[src/rtl/ram_port_ctrl_pkg.sv]
// rtl/ram_port_ctrl_pkg.sv - shared types and helpers for the RAM port controller
package ram_port_ctrl_pkg;

  // INIT sweeps the RAM to a known value; RUN serves requests.
  typedef enum logic {
    ST_INIT = 1'b0,
    ST_RUN  = 1'b1
  } ctrl_state_e;

  // Address width for a given number of entries; never narrower than one bit.
  function automatic int unsigned addr_width(input int unsigned depth);
    return (depth < 2) ? 1 : $clog2(depth);
  endfunction

endpackage

[src/rtl/ram_init_sweep.sv]
// rtl/ram_init_sweep.sv - post-reset address sweep counter (built only with RAM_PORT_CTRL_INIT_EN)
`ifdef RAM_PORT_CTRL_INIT_EN
module ram_init_sweep
  import ram_port_ctrl_pkg::*;
#(
  parameter int unsigned DEPTH = 16,
  parameter int unsigned AW    = addr_width(DEPTH)
) (
  input  logic          clk,
  input  logic          rst,
  output logic [AW-1:0] count,
  output logic          last,
  output logic          done
);

  localparam logic [AW-1:0] LAST_ADDR = AW'(DEPTH - 1);

  // Walk addresses 0..DEPTH-1 once; the counter parks on the last address
  // so it can never wrap and rewrite entry 0.
  always_ff @(posedge clk) begin
    if (rst) begin
      count <= '0;
      done  <= 1'b0;
    end else if (!done) begin
      if (count == LAST_ADDR) begin
        done <= 1'b1;
      end else begin
        count <= count + AW'(1);
      end
    end
  end

  // High on the cycle that writes the final entry.
  assign last = !done && (count == LAST_ADDR);

endmodule
`endif

[src/rtl/ram_port_ctrl.sv]
// rtl/ram_port_ctrl.sv - request/response front end for a single-port sync RAM (option: RAM_PORT_CTRL_INIT_EN)
module ram_port_ctrl
  import ram_port_ctrl_pkg::*;
#(
  parameter int unsigned     SIZE       = 8,
  parameter int unsigned     DEPTH      = 16,
  parameter logic [SIZE-1:0] INIT_VALUE = '0,
  parameter int unsigned     AW         = addr_width(DEPTH)
) (
  input  logic            clk,
  input  logic            rst,
  input  logic            req_valid,
  output logic            req_ready,
  input  logic            req_we,
  input  logic [AW-1:0]   req_addr,
  input  logic [SIZE-1:0] req_wdata,
  output logic            rsp_valid,
  input  logic            rsp_ready,
  output logic [SIZE-1:0] rsp_data,
  output logic            init_done,
  output logic [AW-1:0]   ram_address,
  output logic [SIZE-1:0] ram_write_data,
  output logic            ram_write_en,
  input  logic [SIZE-1:0] ram_read_data
);

  logic          in_init;
  logic [AW-1:0] sweep_addr;
  logic          pending_q;
  logic          stall;
  logic          ready_c;
  logic          accept;

`ifdef RAM_PORT_CTRL_INIT_EN
  ctrl_state_e state_q;
  ctrl_state_e state_d;
  logic        sweep_last;
  logic        sweep_done;

  ram_init_sweep #(
    .DEPTH (DEPTH),
    .AW    (AW)
  ) u_sweep (
    .clk   (clk),
    .rst   (rst),
    .count (sweep_addr),
    .last  (sweep_last),
    .done  (sweep_done)
  );

  // State register: reset always restarts the sweep.
  always_ff @(posedge clk) begin
    if (rst) begin
      state_q <= ST_INIT;
    end else begin
      state_q <= state_d;
    end
  end

  // Leave INIT once the last entry has been written.
  always_comb begin
    state_d = state_q;
    case (state_q)
      ST_INIT: if (sweep_last) state_d = ST_RUN;
      ST_RUN:  state_d = ST_RUN;
      default: state_d = ST_INIT;
    endcase
  end

  assign in_init   = (state_q == ST_INIT);
  assign init_done = sweep_done;
`else
  logic run_q;

  // Without a sweep the controller is ready from the first edge out of reset.
  always_ff @(posedge clk) begin
    if (rst) begin
      run_q <= 1'b0;
    end else begin
      run_q <= 1'b1;
    end
  end

  assign in_init    = 1'b0;
  assign sweep_addr = '0;
  assign init_done  = run_q;
`endif

  // A held response or an in-flight read blocks new requests, so requests
  // complete strictly in acceptance order.
  assign stall     = rsp_valid && !rsp_ready;
  assign ready_c   = !in_init && !pending_q && !stall;
  assign accept    = req_valid && ready_c;
  assign req_ready = ready_c;

  // RAM port mux: sweep owns the port during INIT, requester otherwise.
  always_comb begin
    ram_address    = req_addr;
    ram_write_data = req_wdata;
    ram_write_en   = 1'b0;
    if (in_init) begin
      ram_address    = sweep_addr;
      ram_write_data = INIT_VALUE;
      ram_write_en   = 1'b1;
    end else begin
      ram_write_en   = accept && req_we;
    end
  end

  // Read pipeline: one cycle waiting on the RAM, then a held response slot.
  always_ff @(posedge clk) begin
    if (rst) begin
      pending_q <= 1'b0;
      rsp_valid <= 1'b0;
      rsp_data  <= '0;
    end else begin
      pending_q <= accept && !req_we;
      if (pending_q) begin
        rsp_valid <= 1'b1;
        rsp_data  <= ram_read_data;
      end else if (rsp_valid && rsp_ready) begin
        rsp_valid <= 1'b0;
      end
    end
  end

endmodule

[config.mk]
export PLATFORM = sky130hd
export DESIGN_NAME = ram_port_ctrl
export DESIGN_NICKNAME = d
export VERILOG_FILES = /design/src/rtl/ram_port_ctrl_pkg.sv /design/src/rtl/ram_init_sweep.sv /design/src/rtl/ram_port_ctrl.sv
export SDC_FILE = /design/constraint.sdc
export NUM_CORES = 1
export LEC_CHECK = 0
export CAP_MARGIN = 40
export CORE_MARGIN = 2
export CORE_UTILIZATION = 28
export CTS_CLUSTER_DIAMETER = 120
export DETAILED_ROUTE_END_ITERATION = 7
export GPL_TIMING_DRIVEN = 0
export PLACE_DENSITY_LB_ADDON = 0.12
export SLEW_MARGIN = 30
export SYNTH_ARGS = -nofsm -noshare
export SYNTH_HDL_FRONTEND = slang
export SYNTH_SLANG_ARGS = --single-unit
[constraint.sdc]
create_clock -name clk -period 1.02 [get_ports clk]
set_input_delay 0.204 -clock clk [delete_from_list [all_inputs] [get_ports clk]]
set_output_delay 0.204 -clock clk [all_outputs]
set_load 0.005 [all_outputs]
==> qor.csv <==
metric;value;unit
start_util;28.9;%
drive_gt1_share;41.3;%
violations;negative setup slack;
die_w;45.5;um
max_slew.worst_pin.slew;179;ps
syn2layout_area_growth;84.5;%
drt-pass1-iter-count;3;
coreArea;1670;um2
grt_max_degree;11;
drtIter0Drc;4;
vias_per_cell;4.24;
syn_avg_cell_area;9.86;um2
io_buffer_count;36;
synth_top_area_share;45.6;%
num_vias;462;
track_usage;11.3;%
die_y;45.5;um
hp-class;reg2reg;
die_area;2070;um2
required;820;ps
yosys-top-cells-area;dfxtp_1 46%, buf_4 19%, mux2i_1 17%;
antenna_found_initial;0;
setup_violations;2;
drtAntennaViolNets;0;
post-route-drc-count;0;
drv_slew;0;
rsz0062_at_grt;true;
seq_area_frac_synth;45.6;%
period_share;116;%
dp_slack;-688;ps
grt_pass1_wl;1620;um
finClkSkew;2.03;ps
wl;1120;um
crit_fanout;3;
startpoint_type;register;
crit_type;reg2out;
cts_tree;done;
wl_per_cell;10.3;um
synth_cell_types;12;
clock-root-buffer;clkbuf_4;
synth_cells;49;
fmax;847;MHz
status;finished, violations left;
min_period;1180;ps
gp_congestion;0.654;
max-cap-violations;0;
fin_hold_ws;485;ps
cts_max_level;1;
layout_setup_ws;-160;ps
report.final.hold_viol_count;0;
cp-end-kind;primary output;
diodes;0;
syn_nets;74;
fin_nets;118;
ys_seq_elements;11;
slew-limit-headroom;88.1;%
path_clk_slew;70;ps
insertion_delay;260;ps
overflow;0;
p_total;0.947;mW
place_hpwl;866;um
cts_made_buffers;3;
clock-sinks;11;
grt_pass1_vias;404;
power_density;1060;nW/um2
rows;15;
synth.cell_area;483;um2
leakagePower;0.395;nW
vdd_drop_max;714;uV
yosysTopAreaCell;dfxtp_1;
pin_count;49;
ctsLongestPathBuffers;2;
arrival;980;ps
yosysWarnings;0;
-- per-stage QoR --
step / instance area (um2) / setup TNS, ps / util (%) / instances
5_1_grt: 891 / -332 / 53.3 / 109
4_1_cts: 917 / -364 / 54.9 / 109
3_5_place_dp: 865 / -2040 / 51.8 / 102
6_report: 891 / -257 / 53.3 / 109
3_3_place_gp: 865 / -1970 / 51.8 / 102
2_1_floorplan: 483 / 0 / - / 49
-- flip-flops by register name, summed over array words and instances, names as in the netlist --
register and cells:
rsp_data 8, init_done 1, pending_q 1, rsp_valid 1
-- Yosys cell counts --
cell and instances:
buf_6 1, and2_1 1, mux2i_1 8, dfxtp_1 11, a21oi_1 1, inv_2 1, buf_4 12, buf_2 1
and4_1 2, nand2b_1 1, inv_1 1, nor2_1 9
-- layout make-up --
type / instances / area (um2)
fill: 158 / 779
timing repair buffer: 40 / 349
sequential: 11 / 233
multi-input combinational: 22 / 156
buffer: 13 / 95.1
clock buffer: 4 / 26.3
tap: 17 / 21.3
inverter: 2 / 10.0
-- cell usage in the layout (no fill, tap or decap), types with 2 or more instances in the layout --
| cell type | n |
|---|---|
| and4_1 | 2 |
| buf_2 | 4 |
| buf_4 | 16 |
| clkbuf_2 | 5 |
| clkbuf_4 | 3 |
| clkdlybuf4s15_1 | 4 |
| clkdlybuf4s50_1 | 23 |
| dfxtp_1 | 3 |
| dfxtp_2 | 7 |
| mux2i_1 | 8 |
| nor2_1 | 9 |
-- critical path, stage by stage, from the launching register on --
cell and delay (ps):
dfxtp_2 350, nand2b_4 60, and4_1 190, buf_2 120
-- worst paths after layout --
check / start / end / slack [ps] / depth (start not counted)
worst min-delay path: rsp_data[7] / rsp_data[7] / 480 / 2
worst max-delay path: rsp_valid / ram_write_en / -160 / 3
worst min register to register: rsp_data[7] / rsp_data[7] / 480 / 2
worst max register to register: pending_q / rsp_data[6] / 110 / 3
-- where the power goes --
part | switching, mW | internal [mW] | total (mW) | leakage (nW)
clock | 0.139 | 0.151 | 0.290 | 0.0150
combinational | 0.0556 | 0.148 | 0.204 | 0.286
sequential | 0.00865 | 0.445 | 0.454 | 0.0937
total | 0.203 | 0.745 | 0.947 | 0.395
-- what timing repair did --
action | 4_1_cts | 5_1_grt
pin swaps | 2 | 1
hold buffers | 0 | 0
setup endpoints to repair | 12 | 9
setup buffers | 3 | 1
resized for setup | 41 | 6
hold endpoints to repair | 0 | 0
-- kinds of logic (layout without fill, tap and decap cells) --
| logic type | Yosys count | in the layout | synth area share, % |
|---|---|---|---|
| AOI/OAI and AO/OA | 1 | 1 | 1.04 |
| buffers and inverters | 16 | 59 | 23.6 |
| DFF | 11 | 11 | 45.6 |
| muxes | 8 | 8 | 16.6 |
| and+or+nand+nor | 13 | 13 | 13.2 |
-- per-layer routing --
layer	GRT usage, %	up-vias	share of wire, %
met2	18.6	21	54
li1	-	231	-
met4	7.06	0	0.80
met5	0	-	0
met1	11.9	208	37
met3	4.37	2	7.7
Power figures use the tool's default switching activity.
